--- config.mk ---
export PLATFORM = sky130hd
export DESIGN_NAME = prompt_gen_ctrl
export DESIGN_NICKNAME = d
export VERILOG_FILES = /design/src/rtl/prompt_gen_ctrl.sv
export SDC_FILE = /design/constraint.sdc
export NUM_CORES = 1
export LEC_CHECK = 0
export CELL_PAD_IN_SITES_DETAIL_PLACEMENT = 1
export CELL_PAD_IN_SITES_GLOBAL_PLACEMENT = 1
export CORE_MARGIN = 3
export CORE_UTILIZATION = 48
export DETAILED_ROUTE_END_ITERATION = 12
export PLACE_DENSITY = 0.95
export SLEW_MARGIN = 15
export SYNTH_ARGS = -nofsm -noshare
export SYNTH_HDL_FRONTEND = slang
export SYNTH_SLANG_ARGS = --single-unit
export TNS_END_PERCENT = 100
--- constraint.sdc ---
create_clock -name clk -period 5.7 [get_ports clk]
set_input_delay 0.57 -clock clk [delete_from_list [all_inputs] [get_ports clk]]
set_output_delay 0.57 -clock clk [all_outputs]
set_load 0.02 [all_outputs]
--- src/rtl/prompt_gen_ctrl.sv ---
// Text-prompt sequencer: maps HID key presses and firmware-generated characters
// onto the HDMI text-cell RAM, and owns that RAM's single write port.
module prompt_gen_ctrl #(
   parameter int unsigned COLS    = 80,
   parameter int unsigned ROWS    = 30,
   parameter int unsigned MAX_GEN = 1024
) (
   input  logic        clk,
   input  logic        reset_n,
   input  logic [31:0] keycode,
   input  logic [7:0]  generated_ascii,
   input  logic [11:0] generate_count,
   output logic        execute,
   output logic        busy,
   output logic        wr_en,
   output logic [11:0] wr_addr,
   output logic [7:0]  wr_data,
   output logic [11:0] cursor
);

   localparam int unsigned CELLS = COLS * ROWS;
   localparam int unsigned GW    = $clog2(MAX_GEN + 1);

   localparam logic [11:0]   LAST_CELL = 12'(CELLS - 1);
   localparam logic [11:0]   LAST_COL  = 12'(COLS - 1);
   localparam logic [11:0]   LAST_ROW  = 12'(ROWS - 1);
   localparam logic [11:0]   COLS_W    = 12'(COLS);
   localparam logic [12:0]   CELLS_W   = 13'(CELLS);
   localparam logic [GW-1:0] GEN_LIMIT = GW'(MAX_GEN);

   localparam logic [7:0] K_ENTER = 8'h28;
   localparam logic [7:0] K_ESC   = 8'h29;
   localparam logic [7:0] K_BKSP  = 8'h2A;

   typedef enum logic [1:0] {S_CLEAR, S_IDLE, S_GEN} state_e;

   typedef struct packed {
      logic [11:0] row;
      logic [11:0] col;
      logic [11:0] cur;
   } pos_t;

   state_e        state_q, state_d;
   pos_t          pos_q, pos_d;
   logic [7:0]    k_q, k_prev_q, a_q;
   logic [11:0]   c_q, c_prev_q, c_prev_d;
   logic [12:0]   clr_q, clr_d;
   logic [GW-1:0] gen_q, gen_d;
   logic          wr_en_q, wr_en_d;
   logic [11:0]   wr_addr_q, wr_addr_d;
   logic [7:0]    wr_data_q, wr_data_d;

   logic          key_ev, cnt_ev;
   logic [8:0]    kc;
   pos_t          back;
   logic          unused_keycode;

   assign unused_keycode = ^keycode[31:8];

   // Row/col/cursor move together as counters so no row*COLS multiply is needed.
   function automatic pos_t advance(input pos_t p);
      pos_t n;
      n = p;
      if (p.cur == LAST_CELL) begin
         n = '0;
      end else begin
         n.cur = p.cur + 12'd1;
         if (p.col == LAST_COL) begin
            n.col = '0;
            n.row = p.row + 12'd1;
         end else begin
            n.col = p.col + 12'd1;
         end
      end
      return n;
   endfunction

   function automatic pos_t newline(input pos_t p);
      pos_t n;
      n     = p;
      n.col = '0;
      if (p.row == LAST_ROW) begin
         n.row = '0;
         n.cur = '0;
      end else begin
         n.row = p.row + 12'd1;
         n.cur = p.cur - p.col + COLS_W;
      end
      return n;
   endfunction

   function automatic pos_t retreat(input pos_t p);
      pos_t n;
      n     = p;
      n.cur = p.cur - 12'd1;
      if (p.col == '0) begin
         n.col = LAST_COL;
         n.row = p.row - 12'd1;
      end else begin
         n.col = p.col - 12'd1;
      end
      return n;
   endfunction

   // Returns {printable, ascii}.
   function automatic logic [8:0] key_char(input logic [7:0] k);
      if (k >= 8'h04 && k <= 8'h1D) return {1'b1, k + 8'h5D};
      if (k >= 8'h1E && k <= 8'h26) return {1'b1, k + 8'h13};
      if (k == 8'h27)               return {1'b1, 8'h30};
      if (k == 8'h2C)               return {1'b1, 8'h20};
      return 9'h000;
   endfunction

   assign key_ev = (k_q != k_prev_q) && (k_q != 8'h00);
   assign cnt_ev = (c_q != c_prev_q);
   assign kc     = key_char(k_q);
   assign back   = retreat(pos_q);

   always_comb begin
      // NOTE: every variable gets a default first so no path can infer a latch.
      state_d   = state_q;
      pos_d     = pos_q;
      c_prev_d  = c_prev_q;
      clr_d     = clr_q;
      gen_d     = gen_q;
      wr_en_d   = 1'b0;
      wr_addr_d = wr_addr_q;
      wr_data_d = wr_data_q;

      unique case (state_q)
         S_CLEAR: begin
            if (clr_q == CELLS_W) begin
               state_d = S_IDLE;
               pos_d   = '0;
            end else begin
               wr_en_d   = 1'b1;
               wr_addr_d = clr_q[11:0];
               wr_data_d = 8'h20;
               clr_d     = clr_q + 13'd1;
            end
         end
         S_IDLE: begin
            if (key_ev) begin
               if (kc[8]) begin
                  wr_en_d   = 1'b1;
                  wr_addr_d = pos_q.cur;
                  wr_data_d = kc[7:0];
                  pos_d     = advance(pos_q);
               end else if (k_q == K_BKSP && pos_q.cur != '0) begin
                  wr_en_d   = 1'b1;
                  wr_addr_d = back.cur;
                  wr_data_d = 8'h20;
                  pos_d     = back;
               end else if (k_q == K_ENTER) begin
                  pos_d    = newline(pos_q);
                  c_prev_d = c_q;
                  gen_d    = '0;
                  state_d  = S_GEN;
               end
            end
         end
         S_GEN: begin
            // Esc wins over a same-cycle count change, which is then dropped.
            if (key_ev && k_q == K_ESC) begin
               pos_d    = newline(pos_q);
               c_prev_d = c_q;
               state_d  = S_IDLE;
            end else if (gen_q == GEN_LIMIT) begin
               pos_d   = newline(pos_q);
               state_d = S_IDLE;
            end else if (cnt_ev) begin
               c_prev_d = c_q;
               if (a_q == 8'h00) begin
                  pos_d   = newline(pos_q);
                  state_d = S_IDLE;
               end else if (a_q == 8'h0A) begin
                  pos_d = newline(pos_q);
               end else begin
                  wr_en_d   = 1'b1;
                  wr_addr_d = pos_q.cur;
                  wr_data_d = a_q;
                  pos_d     = advance(pos_q);
                  gen_d     = gen_q + GW'(1);
               end
            end
         end
         default: state_d = S_CLEAR;
      endcase
   end

   // NOTE: sequential state uses non-blocking assignments only; the async reset
   // returns every register, including the clear sweep counter, to its start value.
   always_ff @(posedge clk or negedge reset_n) begin
      if (!reset_n) begin
         state_q   <= S_CLEAR;
         pos_q     <= '0;
         k_q       <= '0;
         k_prev_q  <= '0;
         a_q       <= '0;
         c_q       <= '0;
         c_prev_q  <= '0;
         clr_q     <= '0;
         gen_q     <= '0;
         wr_en_q   <= 1'b0;
         wr_addr_q <= '0;
         wr_data_q <= 8'h20;
      end else begin
         state_q   <= state_d;
         pos_q     <= pos_d;
         k_q       <= keycode[7:0];
         k_prev_q  <= k_q;
         a_q       <= generated_ascii;
         c_q       <= generate_count;
         c_prev_q  <= c_prev_d;
         clr_q     <= clr_d;
         gen_q     <= gen_d;
         wr_en_q   <= wr_en_d;
         wr_addr_q <= wr_addr_d;
         wr_data_q <= wr_data_d;
      end
   end

   assign execute = (state_q == S_GEN);
   assign busy    = (state_q != S_IDLE);
   assign wr_en   = wr_en_q;
   assign wr_addr = wr_addr_q;
   assign wr_data = wr_data_q;
   assign cursor  = pos_q.cur;

endmodule

==> run metrics, run 1 <==
run status finished clean; layout cells sized above 1 7.59%; WP buf/inv 1; Starting Density 49.9%; Primary FF master, synth dfrtp_1; hold buffer count at CTS 0; largest net degree at the start of global routing 77; register area share after synthesis 35.8%; DP HPWL 21,900 µm; slack of the worst reg-to-reg path 0.97 ns; routed wl met3 3580 µm; Post-Syn Nets 1,138; mapped cell area 9150 µm²; Worst slew margin 16.3%; biggest fanout along the worst timing path 15; P per Cell Area 216 nW/µm²; Max Cap Viol 0; WS Path Type register to register; Max IR drop VDD 0.205 mV; # setup viols final 0; Critical Path Max Stage Delay 0.78 ns; CP max-delay cell o32a_1; CTS tree built; Worst Path Arrival 5.02 ns; nets@finish 1,149; wl on met1 13,900 µm; Tmin final 4.73 ns; CP top delay family compound AO/OA/AOI/OAI gates; vias per inst 7.29; Post-synth EDFFs 0; post-CTS sizing 0; vias in the first global route 9,774; placed insts 1,264; vias post-DR 9,447; fin crit share 83.0%; clk_skew 0.0114 ns; GPL Wtd Cong 0.905; Synth top cells by count dfrtp_1, nor2_1, nand2_1, a21oi_1, inv_1; LEAKAGE 0.00422 µW; register bit total from synthesis 131; worst-skew pair later-pin latency 0.43 ns; max-slew violations 0; chip height 144 µm; Crit. End Element register; post-synth top area share 35.5%; CTS Root Buffer Type clkbuf_16; residual DRC count 0; dpl ws 1.44 ns; worst setup margin 0.969 ns; f_max 0.211 GHz; # IOs 89; clk buf depth 2; count leader, synth dfrtp_1; final WL 36,200 µm; clk slew on worst S/H paths 0.07 ns; width of the die 144 µm; wire per inst 27.9 µm; total grt overflow 0; Worst Hold Class primary input to async pin; Mean Syn Cell Area 8.77 µm²; DR WL met2 16,800 µm; area grow syn2layout 13.1%; DR pass1 iterations 5; Syn Inst Count 1,043; drt first-iter violations 1,277; YS warnings 0; required time worst endpoint 5.99 ns; IO Port Bufs 64; # clock sinks 131; setup bufs post-CTS 0; area leader, netlist dfrtp_1; H-tree depth 4; Synth async-reset ratio 100%; gr usage total 35.4%; Worst setup SP type register; Distinct cells, synth 89; final hold viol count 0; Max Used Layer met4; total chip power 2240 µW; Synth area leaders dfrtp_1, ha_1, xnor2_1; Layout Cells excl Fill 1,296; RSZ-0062 raised after global routing false; initial antenna violation count 0; TritonCTS buffer count 17; Core Area 18,300 µm²; final setup TNS 0 ns; Die ar. 20,800 µm²; first-pass GRT wire length 56,800 µm; site row count 49; CP Cell Sequence inv_1 -> ha_1 -> nand4b_1 -> or3_1 -> a21oi_2 -> o32a_1 -> nor2_2 -> o2111ai_1 -> o221ai_1; ant diodes 0; worst slew pin tran 1.25 ns; Antenna Nets Post-Route 0
[registers in the layout (all words and copies together) (netlist names)]
signal / cells
state_q: 2
cursor: 12
c_prev_q: 12
a_q: 8
k_q: 8
k_prev_q: 8
clr_q: 13
wr_en: 1
wr_addr: 12
wr_data: 8
c_q: 12
pos_q: 24
gen_q: 11
[metal layers]
metal	vias up	global-route usage (%)
li1	3881	-
met1	4655	44.7
met4	0	19.4
met5	-	0
met3	192	8.83
met2	719	55.7
[path summary, 6_finish.rpt]
kind	from	to	cells past startpoint
min reg2reg	k_q[5]	k_prev_q[5]	0
min	reset_n	pos_q[32]	1
max	k_q[0]	pos_q[34]	9
max in group asynchronous	reset_n	k_q[6]	2
max reg2reg	k_q[0]	pos_q[34]	9
min in group clk	k_q[5]	k_prev_q[5]	0
[final cells by class]
type | count | area, µm²
Tap cell | 229 | 287
Inverter | 53 | 199
Fill cell | 2029 | 7980
Timing Repair Buffer | 70 | 687
Sequential cell | 131 | 3280
Clock inverter | 13 | 161
Clock buffer | 19 | 453
Multi-Input combinational cell | 781 | 5290
[stage by stage]
step / hold WS (ns) / utilization (%) / cell area [µm²]
2_1_floorplan: 0.274 / - / 9150
3_3_place_gp: 0.475 / 53.1 / 9740
3_5_place_dp: 0.488 / 53.1 / 9740
4_1_cts: 0.214 / 56.5 / 10400
5_1_grt: 0.208 / 56.5 / 10400
6_report: 0.153 / 56.5 / 10400
[cell families (layout without fill, tap and decap cells)]
| kind of cell | count (synthesis) | count (layout) | share of synthesized area (%) |
|---|---|---|---|
| AND/OR/NAND/NOR | 385 | 385 | 22.7 |
| AO/OA/AOI/OAI | 269 | 269 | 20.5 |
| flip-flops | 131 | 131 | 35.8 |
| buffers and inverters | 131 | 155 | 6.41 |
| XOR/XNOR | 61 | 61 | 5.84 |
| adder cells (fa/ha/maj) | 41 | 41 | 5.69 |
| multiplexers | 25 | 25 | 3.06 |
[power by group]
| part | internal, µW | switching (µW) | total, µW | leakage (µW) |
|---|---|---|---|---|
| Combinational | 34.4 | 47.4 | 81.8 | 0.00221 |
| Sequential | 942 | 20.2 | 962 | 0.00171 |
| Clock | 685 | 512 | 1200 | 0.000297 |
| Total | 1660 | 579 | 2240 | 0.00422 |
[cell usage in the layout (no fill, tap or decap), drive strengths merged, types with 8 or more instances in the layout]
master	synthesis	routed
dfrtp	130	130
nor2	88	88
nand2	76	76
clkdlybuf4s50	0	63
inv	53	61
a21oi	58	58
o21ai	53	53
xnor2	52	52
nand3	52	52
ha	40	40
nor3	31	31
nand4	27	27
and3	26	26
mux2	24	24
clkbuf	44	19
or3	14	14
a31oi	14	14
o31ai	13	13
nor4	12	12
o22ai	11	11
o221ai	10	10
or4	10	10
o211ai	10	10
a211oi	10	10
xor2	9	9
nand3b	8	8
o32ai	8	8
nor4b	8	8
Power figures use the tool's default switching activity.
==> inputs of run 2 (changes only) <==
- CORE_UTILIZATION: 48 -> 45
- PLACE_DENSITY: 0.95 -> 0.9
- clock period: 5.7 -> 4.4 ns (I/O delays scaled with it)
==> run metrics, run 2 (same netlist as run 1, synthesis figures left out) <==
run status finished clean; final WL 31,700 µm (-12%); clk buf depth 2 (unchanged); DR pass1 iterations 5 (unchanged); setup bufs post-CTS 0 (unchanged); most common cell after layout, fill and taps aside dfrtp_1; Worst slew margin 18.6% (+2.3 points); placed insts 1,320 (+4.4%); reg2reg path depth 9 (unchanged); Reg-to-Reg Start cursor[0]; # setup viols final 0 (unchanged); layout cells sized above 1 9.20% (+1.6 points); Starting Density 46.4% (-3.5 points); CTS tree built; Die ar. 22,100 µm² (+6.4%); total grt overflow 0 (unchanged); residual DRC count 0 (unchanged); vias post-DR 8,959 (-5.2%); final instance area 10,500 µm² (+1.3%); global-route met3 utilization 5.21% (-3.6 points); biggest fanout along the worst timing path 11 (-4); drt first-iter violations 823 (-36%); DP Area 9930 µm² (+2.0%); WS Path Type register to register; first-pass GRT wire length 50,500 µm (-11%); width of the die 149 µm (+3.1%); site row count 51 (+4.1%); P per Cell Area 259 nW/µm² (+20%); Antenna Nets Post-Route 0 (unchanged); nets@finish 1,169 (+1.7%); CTS Root Buffer Type clkbuf_16; # clock sinks 131 (unchanged); worst-skew pair later-pin latency 0.43 ns (about the same); slack of the worst reg-to-reg path 0.52 ns (-0.45 ns); CP max-delay cell nor2_1; gr usage total 28.7% (-6.6 points); Worst Path Arrival 4.22 ns (-0.80 ns); total chip power 2720 µW (+21%); LEAKAGE 0.00428 µW (+1.5%); Core Area 19,700 µm² (+7.6%); Worst Hold Class primary input to async pin; wire per inst 23.5 µm (-16%); IO Port Bufs 64 (unchanged); initial antenna violation count 0 (unchanged); Max IR drop VDD 0.273 mV (+33%); WP buf/inv 1 (unchanged); # IOs 89 (unchanged); GPL Wtd Cong 0.888 (-1.9%); largest net degree at the start of global routing 102 (+32%); grt met2 use 47.3% (-8.5 points); clk slew on worst S/H paths 0.07 ns (about the same); chip height 149 µm (+3.1%); Tmin final 3.88 ns (-0.851 ns); CP Cell Sequence inv_1 -> ha_1 -> or4b_4 -> nor4b_4 -> nor2_2 -> o211a_1 -> nor2_1 -> o221ai_1 -> o211ai_1; TritonCTS buffer count 17 (unchanged); f_max 0.258 GHz (+22%); Crit. End Element register; max-slew violations 0 (unchanged); Largest register FFs 24 (unchanged); RSZ-0062 raised after global routing false; final hold viol count 0 (unchanged); Top reg by flops pos_q; required time worst endpoint 4.74 ns (-1.25 ns); hold buffer count at CTS 0 (unchanged); vias per inst 6.63 (-9.1%); vias in the first global route 9,185 (-6.0%); final setup TNS 0 ns (unchanged); post-CTS sizing 0 (unchanged); Layout Cells excl Fill 1,352 (+4.3%); Worst setup SP type register; worst slew pin tran 1.21 ns (-0.0347 ns); Top Registers pos_q (24), clr_q (13); H-tree depth 4 (unchanged); ant diodes 0 (unchanged); commonest non-fill, non-tap cells in the layout dfrtp_1, nor2_1, nand2_1, clkdlybuf4s50_1, a21oi_1; Critical Path Max Stage Delay 0.59 ns (-0.19 ns); fin crit share 88.2% (+5.2 points); CP top delay family simple AND/OR/NAND/NOR gates; met1 Use GR 37.9% (-6.8 points); Layout Utilization 53.2% (-3.3 points); DP HPWL 21,500 µm (-1.8%); Max Cap Viol 0 (unchanged); GR peak layer met2; Reg-to-Reg End pos_q[28]; clk_skew 0.00980 ns (-0.00162 ns); area grow syn2layout 14.5%
==> run 2: cell types whose count changed in the layout (fill, tap and decap cells not counted), sizes merged <==
| cell | previous run | this run |
|---|---|---|
| bufinv | 2 | 0 |
| clkbuf | 19 | 18 |
| buf | 7 | 27 |
| clkinv | 1 | 3 |
| clkinvlp | 2 | 3 |
==> run 2: report_power, final <==
group | switching, µW | internal [µW] | total [µW]
Combinational | 55.0 | 45.0 | 99.9
Clock | 637 | 739 | 1380
Sequential | 22.3 | 1220 | 1240
Total | 714 | 2010 | 2720
==> run 2: stage by stage <==
stage | setup WS (ns) | hold slack (ns)
3_3_place_gp | 0.705 | 0.463
3_5_place_dp | 0.575 | 0.472
4_1_cts | 0.535 | 0.184
2_1_floorplan | 1.41 | 0.144
6_report | 0.520 | 0.137
5_1_grt | 0.382 | 0.214
==> run 2: worst max path at each step <==
stage / cells past startpoint / end / slack [ns] / start
2_1_floorplan: 10 / pos_q[30] / 1.41 / cursor[0]
3_3_place_gp: 9 / c_prev_q[9] / 0.70 / cursor[0]
3_5_place_dp: 9 / c_prev_q[6] / 0.57 / cursor[0]
4_1_cts: 9 / wr_data[1] / 0.53 / cursor[0]
5_1_grt: 9 / c_prev_q[5] / 0.38 / cursor[0]
6_report: 9 / pos_q[28] / 0.52 / cursor[0]
==> run 2: area by class of cell <==
class	instances	area [µm²]
multi-input combinational	781	5290
inverter	53	199
clock buffer	18	429
sequential	131	3280
fill	2248	9240
tap	265	332
timing repair buffer	90	837
clock inverter	14	120
==> run 2: worst register-to-register path, cell delays in order, from the launching register on <==
cell	delay (ns)
dfrtp_1	0.45
inv_1	0.20
ha_1	0.36
or4b_4	0.55
nor4b_4	0.51
nor2_2	0.26
o211a_1	0.40
nor2_1	0.60
o221ai_1	0.24
o211ai_1	0.21
==> run 2: routing by layer <==
layer / vias to the layer above / part of all wire, %
met2: 495 / 48
met4: 0 / 3.0
met5: - / 0
li1: 3919 / -
met1: 4465 / 40
met3: 80 / 8.4
